==> config.mk <==
export PLATFORM = sky130hd
export DESIGN_NAME = button_pulse_encoder
export DESIGN_NICKNAME = d
export VERILOG_FILES = /design/src/rtl/lock_input_pkg.sv /design/src/rtl/debounce_channel.sv /design/src/rtl/button_pulse_encoder.sv
export SDC_FILE = /design/constraint.sdc
export NUM_CORES = 1
export LEC_CHECK = 0
export ABC_CLOCK_PERIOD_IN_PS = 2100
export CORE_AREA = 2 2 39 41
export CTS_CLUSTER_DIAMETER = 100
export DETAILED_ROUTE_END_ITERATION = 10
export DIE_AREA = 0 0 41 43
export GPL_TIMING_DRIVEN = 1
export PLACE_DENSITY_LB_ADDON = 0.25
export SLEW_MARGIN = 20
export SYNTH_ARGS = -nofsm -noshare
export SYNTH_HDL_FRONTEND = slang
export SYNTH_SLANG_ARGS = --single-unit
==> constraint.sdc <==
create_clock -name clk -period 2.1 [get_ports clk]
set_input_delay 0.42 -clock clk [delete_from_list [all_inputs] [get_ports clk]]
set_output_delay 0.42 -clock clk [all_outputs]
set_load 0.05 [all_outputs]
==> src/rtl/lock_input_pkg.sv <==
// Shared types and defaults for the combination-lock button front end.
package lock_input_pkg;

  localparam int unsigned DEFAULT_DEBOUNCE_CYCLES = 4;

  typedef enum logic [1:0] {
    IDLE   = 2'd0,
    HELD0  = 2'd1,
    HELD1  = 2'd2,
    REJECT = 2'd3
  } arb_state_t;

endpackage

==> src/rtl/debounce_channel.sv <==
// One button channel: two-flop synchronizer followed by a hold-time debouncer.
module debounce_channel
  import lock_input_pkg::*;
#(
  parameter int unsigned DEBOUNCE_CYCLES = DEFAULT_DEBOUNCE_CYCLES
) (
  input  logic clk,
  input  logic rst,
  input  logic raw,
  output logic level
);

  localparam int unsigned CNT_W = (DEBOUNCE_CYCLES > 1) ? $clog2(DEBOUNCE_CYCLES) : 1;
  localparam logic [CNT_W-1:0] CNT_LAST = CNT_W'(DEBOUNCE_CYCLES - 1);

  logic             sync_meta;
  logic             sync_out;
  logic [CNT_W-1:0] cnt;

  // A new level is accepted only after it has held for DEBOUNCE_CYCLES
  // consecutive synchronized cycles; any return to the old level restarts.
  always_ff @(posedge clk) begin
    if (rst) begin
      sync_meta <= 1'b0;
      sync_out  <= 1'b0;
      level     <= 1'b0;
      cnt       <= '0;
    end else begin
      sync_meta <= raw;
      sync_out  <= sync_meta;
      if (sync_out == level) begin
        cnt <= '0;
      end else if (cnt == CNT_LAST) begin
        level <= sync_out;
        cnt   <= '0;
      end else begin
        cnt <= cnt + CNT_W'(1);
      end
    end
  end

endmodule

==> src/rtl/button_pulse_encoder.sv <==
// Turns two bouncy button levels into single-cycle zero/one symbol pulses,
// rejecting simultaneous or overlapping presses with a conflict pulse.
module button_pulse_encoder
  import lock_input_pkg::*;
#(
  parameter int unsigned DEBOUNCE_CYCLES = DEFAULT_DEBOUNCE_CYCLES
) (
  input  logic       clk,
  input  logic       rst,
  input  logic       raw_zero,
  input  logic       raw_one,
  output logic       zero,
  output logic       one,
  output logic       conflict,
  output logic [1:0] state
);

  logic       db_zero;
  logic       db_one;
  logic       db_zero_q;
  logic       db_one_q;
  logic       zero_rise;
  logic       one_rise;
  arb_state_t arb;

  debounce_channel #(.DEBOUNCE_CYCLES(DEBOUNCE_CYCLES)) u_db_zero (
    .clk   (clk),
    .rst   (rst),
    .raw   (raw_zero),
    .level (db_zero)
  );

  debounce_channel #(.DEBOUNCE_CYCLES(DEBOUNCE_CYCLES)) u_db_one (
    .clk   (clk),
    .rst   (rst),
    .raw   (raw_one),
    .level (db_one)
  );

  assign zero_rise = db_zero & ~db_zero_q;
  assign one_rise  = db_one & ~db_one_q;
  assign state     = arb;

  // Arbitration: one pulse per accepted press; a second button while one is
  // held (or both at once) is flagged and locks out until both are released.
  always_ff @(posedge clk) begin
    if (rst) begin
      arb       <= IDLE;
      db_zero_q <= 1'b0;
      db_one_q  <= 1'b0;
      zero      <= 1'b0;
      one       <= 1'b0;
      conflict  <= 1'b0;
    end else begin
      db_zero_q <= db_zero;
      db_one_q  <= db_one;
      zero      <= 1'b0;
      one       <= 1'b0;
      conflict  <= 1'b0;
      case (arb)
        IDLE: begin
          if (zero_rise && one_rise) begin
            conflict <= 1'b1;
            arb      <= REJECT;
          end else if (zero_rise) begin
            zero <= 1'b1;
            arb  <= HELD0;
          end else if (one_rise) begin
            one <= 1'b1;
            arb <= HELD1;
          end
        end
        HELD0: begin
          if (db_one) begin
            conflict <= 1'b1;
            arb      <= REJECT;
          end else if (!db_zero) begin
            arb <= IDLE;
          end
        end
        HELD1: begin
          if (db_zero) begin
            conflict <= 1'b1;
            arb      <= REJECT;
          end else if (!db_one) begin
            arb <= IDLE;
          end
        end
        REJECT: begin
          if (!db_zero && !db_one) begin
            arb <= IDLE;
          end
        end
        default: arb <= IDLE;
      endcase
    end
  end

endmodule
### After elaboration in Yosys (flattened, before gate mapping)

Index checks and enable logic that the tools add are counted.

| word-level totals | value |
|---|---|
| bits in registers | 17 |
| bits of input ports | 4 |
| output and inout port bits | 5 |
| logic and storage cells | 61 |

| operators by class | value |
|---|---|
| $add $sub $neg | 2 |
| equality and inequality tests | 11 |
| muxes and demuxes | 15 |
| bitwise logic cells | 7 |
| reduce and logical (&&, ||, !) cells | 12 |

Operators by type and width:

| cell | number |
|---|---|
| $mux 2 | 8 |
| $reduce_or 3->1 | 3 |
| $eq 2x2->1 const B | 4 |
| $pmux 2 s4 | 1 |
| $mux 1 | 5 |
| $not 1->1 | 5 |
| $add 2x1->2 const B | 2 |
| $ne 4x4->1 const B | 1 |
| $reduce_and 2->1 | 2 |
| $reduce_and 4->1 | 1 |
| $reduce_or 4->1 | 1 |
| $ne 3x2->1 const B | 1 |
| $ne 3x3->1 const B | 1 |
| $pmux 1 s3 | 1 |
| $and 1x1->1 | 2 |
| $eq 1x1->1 | 2 |
| $eq 2x1->1 const B | 1 |
| $logic_and 1x1->1 | 2 |
| $logic_not 1->1 | 2 |
| $logic_not 2->1 | 1 |
| $ne 2x2->1 const B | 1 |

### Longest topological paths before layout

| depth | value |
|---|---|
| depth after elaboration | 6 |
| depth in mapped cells | 3 |
| depth with buffers taken out | 3 |

### Hierarchy

A second synthesis with hierarchy kept.

| second synthesis, totals | value |
|---|---|
| cell total of the unflattened synthesis | 62 |
| area total of the unflattened synthesis | 654.4 um^2 |

Modules (own cells, without submodules):

| module | times used | cells each | area each (um^2) | sequential area each (um^2) |
|---|---|---|---|---|
| debounce_channel | 2 | 13 | 168.9 | 100.1 |
| button_pulse_encoder | 1 | 36 | 316.6 | 140.1 |

### Least setup slack after synthesis

OpenSTA, ideal clock, no wires.

| timing | value |
|---|---|
| path type | register to register |
| start point | register arb[1] (netlist: state[1]) |
| end point | register arb[0] (netlist: state[0]) |
| setup time | 116 ps |
| data arrival time | 1118 ps |
| data required time | 1984 ps |
| slack | 866 ps |
| stages on the path, launching flop included | 4 |
| path buffers | 0 |
| period minus slack after synthesis | 1234 ps |
| path through | dfxtp_1 -> nand2_1 -> o21a_1 -> o211a_1 |

| between the ends | value |
|---|---|
| cells in the longest elaborated chain, start to end | 3 |
| elaborated cells on any way between the ends | 10 |
| classes of those cells | eq/ne (7); mux (1); reduce/logical (2) |

Ends and longest elaborated chain:

| item | line | source |
|---|---|---|
| from (decl) | button_pulse_encoder.sv:24 | `arb_state_t arb;` |
| from (signal assigned) | button_pulse_encoder.sv:48 | `arb <= IDLE;` |
| from (signal assigned) | button_pulse_encoder.sv:64 | `arb <= REJECT;` |
| from (signal assigned) | button_pulse_encoder.sv:67 | `arb <= HELD0;` |
| $eq 2x1->1, or another cell as far along | button_pulse_encoder.sv:60 | `case (arb)` |
| $ne 3x2->1 (no line), or another cell as far along | - |  |
| $reduce_and 4->1 (no line) | - |  |

Parallel ways exist; a longest one is shown, timed or not.
A chain may end at the register's enable or synchronous reset.

### Final worst setup path

| timing | value |
|---|---|
| start point | register arb[1] (netlist: state[1]) |
| end point | output port state[1] |

RTL lines:

| item | line | source |
|---|---|---|
| to (decl) | button_pulse_encoder.sv:15 | `output logic [1:0] state` |

No word-level cell between the ends.

==> reports/qor.txt <==
status: complete, no violations
Syn Inst Count: 63
Yosys reg bits: 17
die area: 0.00176 sq mm
Hold/Removal Path Class: flop to flop
area grow syn2layout: 21.1%
total core area: 0.00138 sq mm
ordered cell list for the critical path: clkdlybuf4s50_1
Syn. warnings: 0
final setup margin: 0.0757 ns
Post-Route WL: 952 um
Pleak: 0.308 nW
Worst Max-Slew Pin Slew: 0.489 ns
Buf+Inv Stages, Crit Path: 1
initial core utilization: 44.6%
r2r setup slk: 1.01 ns
Critical Path Max Stage Delay: 0.85 ns
crit end category: primary output
Max FO, Critical Path: 9
CTS tree: built
port buffer count: 8
setup violators final: 0
FMAX: 494 MHz
max-cap violation count: 0
drt wl/cell: 10.5 um
Iter 0 DRT Violations: 7
PwrDens: 694 mW/mm^2
Syn Area/Cell: 9.79 sq um
layout cells sized above 1: 6.67%
RePlAce Congestion: 0.814
Post-Syn Area: 617 sq um
IO Pins: 9
Vias: 437
multi-input logic area: 254 sq um
Layout fillers: 144
sequential cell area: 340 sq um
maximum buffer depth of the clock tree: 2
post_cts resized: 0
number of setup buffers added after CTS: 0
most frequent cells in the layout: dfxtp_1, nor2_1, clkdlybuf4s50_1, inv_1, nor2b_1
CTS root buf: clkbuf_4
Distinct cells, synth: 23
hold buffers post-CTS: 0
Via density: 4.80
Slew Limit Fails: 0
number of global-route vias before repair: 404
clock sinks: 17
row cnt: 14
worst slack, placed: 0.414 ns
Post-DRT Antenna Nets: 0
Final Net Count: 82
Clk Latency, worst-skew pair: 0.29 ns
Syn Nets: 69
total CTS buffers: 3
CP max stage cell: clkdlybuf4s50_1
Slew Limit Headroom: 67.3%
Worst-path clk slew: 0.09 ns
Ant. Diodes: 0
GR Util All Layers: 14.9%
most common cell after layout, fill and taps aside: dfxtp_1
hpwl dp: 645 um
sequential share of the synthesized area: 55.2%
Peak VDD IR: 0.361 mV
Fin Setup TNS: 0 ns
grt total ovfl: 0
critical path launch point type: flop
H-tree level count: 1
unrepaired setup endpoints after global routing: false
Final Total Pwr: 518 uW
crit share post-route: 96.4%
die height: 43 um
WP data arrival: 1.60 ns
crit path kind: flop to primary output
worst endpoint required time: 1.68 ns
first-pass GRT wire length: 1.68 mm
initial antenna violation count: 0
Pre-antenna DRT Iters: 4
Crit path max-delay family: buffers and inverters
Fin. Hold Viols: 0
Worst Skew: 0.000591 ns
largest net degree at the start of global routing: 11
chip width: 41 um
Final min period: 2.02 ns
DRC Markers: 0
sequential cells by signal (all words and copies together), names as in the netlist:
register             count
u_db_zero.level          1
u_db_one.sync_out        1
zero                     1
db_one_q                 1
u_db_one.sync_meta       1
u_db_zero.sync_out       1
u_db_zero.sync_meta      1
state                    2
db_zero_q                1
u_db_zero.cnt            2
conflict                 1
u_db_one.level           1
one                      1
u_db_one.cnt             2
final timing paths:
| kind | startpoint | to | depth (start not counted) |
|---|---|---|---|
| worst max-delay path | state[1] | state[1] | 1 |
| worst max register to register | u_db_zero.cnt[0] | u_db_zero.cnt[0] | 3 |
| worst min-delay path | u_db_one.cnt[0] | u_db_one.cnt[0] | 1 |
| worst min register to register | u_db_one.cnt[0] | u_db_one.cnt[0] | 1 |
power breakdown:
| part | switching, mW | total [mW] | internal [mW] |
|---|---|---|---|
| clock network | 0.0989 | 0.173 | 0.0740 |
| logic | 0.00637 | 0.0165 | 0.0101 |
| registers | 0.00190 | 0.329 | 0.327 |
kinds of logic (layout without fill, tap and decap cells):
logic type	after synthesis	after routing	synth area share, %
AO/OA/AOI/OAI	8	8	8.52
XOR/XNOR	2	2	2.84
adder cells (fa/ha/maj)	2	2	4.06
buffers and inverters	6	18	3.65
flip-flops	17	17	55.2
multiplexers	2	2	3.25
AND/OR/NAND/NOR	26	26	22.5
metal layers:
layer	up-vias	wire length [um]	global-route usage [%]
met2	12	407	19.7
met5	-	0	0
li1	228	-	-
met4	0	48	14.0
met3	5	38	3.14
met1	192	458	18.9
through the flow:
step	cell area [sq um]	instances	utilization, %	hold WS (ns)
6_report	747	91	54.0	0.422
5_1_grt	747	91	54.0	0.453
4_1_cts	747	91	54.0	0.427
3_5_place_dp	721	87	52.1	0.410
3_3_place_gp	721	87	52.1	0.407
2_1_floorplan	617	63	-	0.397
layout make-up:
class,instances,area share [%]
well taps,16,2.68
clock buffers,4,3.52
repair buffers,9,11.7
multi-input cells,40,34.0
inverters,5,2.51
flip-flops and latches,17,45.6
synth_stat cells:
| master | count | area (sq um) |
|---|---|---|
| nand2b_1 | 1 | 6.26 |
| nor2_1 | 9 | 33.8 |
| and2b_1 | 1 | 7.51 |
| o21a_1 | 1 | 7.51 |
| o21ai_0 | 1 | 5.00 |
| dfxtp_1 | 17 | 340 |
| or2b_1 | 2 | 15.0 |
| o211a_1 | 1 | 10.0 |
| xnor2_1 | 2 | 17.5 |
| clkbuf_1 | 1 | 3.75 |
| o31ai_1 | 1 | 7.51 |
| mux2i_1 | 2 | 20.0 |
| nand3_1 | 1 | 5.00 |
| or2_2 | 1 | 6.26 |
| nand2_1 | 2 | 7.51 |
| a21o_1 | 1 | 7.51 |
| nor2b_1 | 5 | 31.3 |
| nor4_1 | 1 | 6.26 |
| inv_1 | 5 | 18.8 |
| nand3b_1 | 1 | 7.51 |
| a21oi_1 | 3 | 15.0 |
| or3_1 | 2 | 12.5 |
| ha_1 | 2 | 25.0 |
Note: power is estimated with default switching activity, not from simulation.
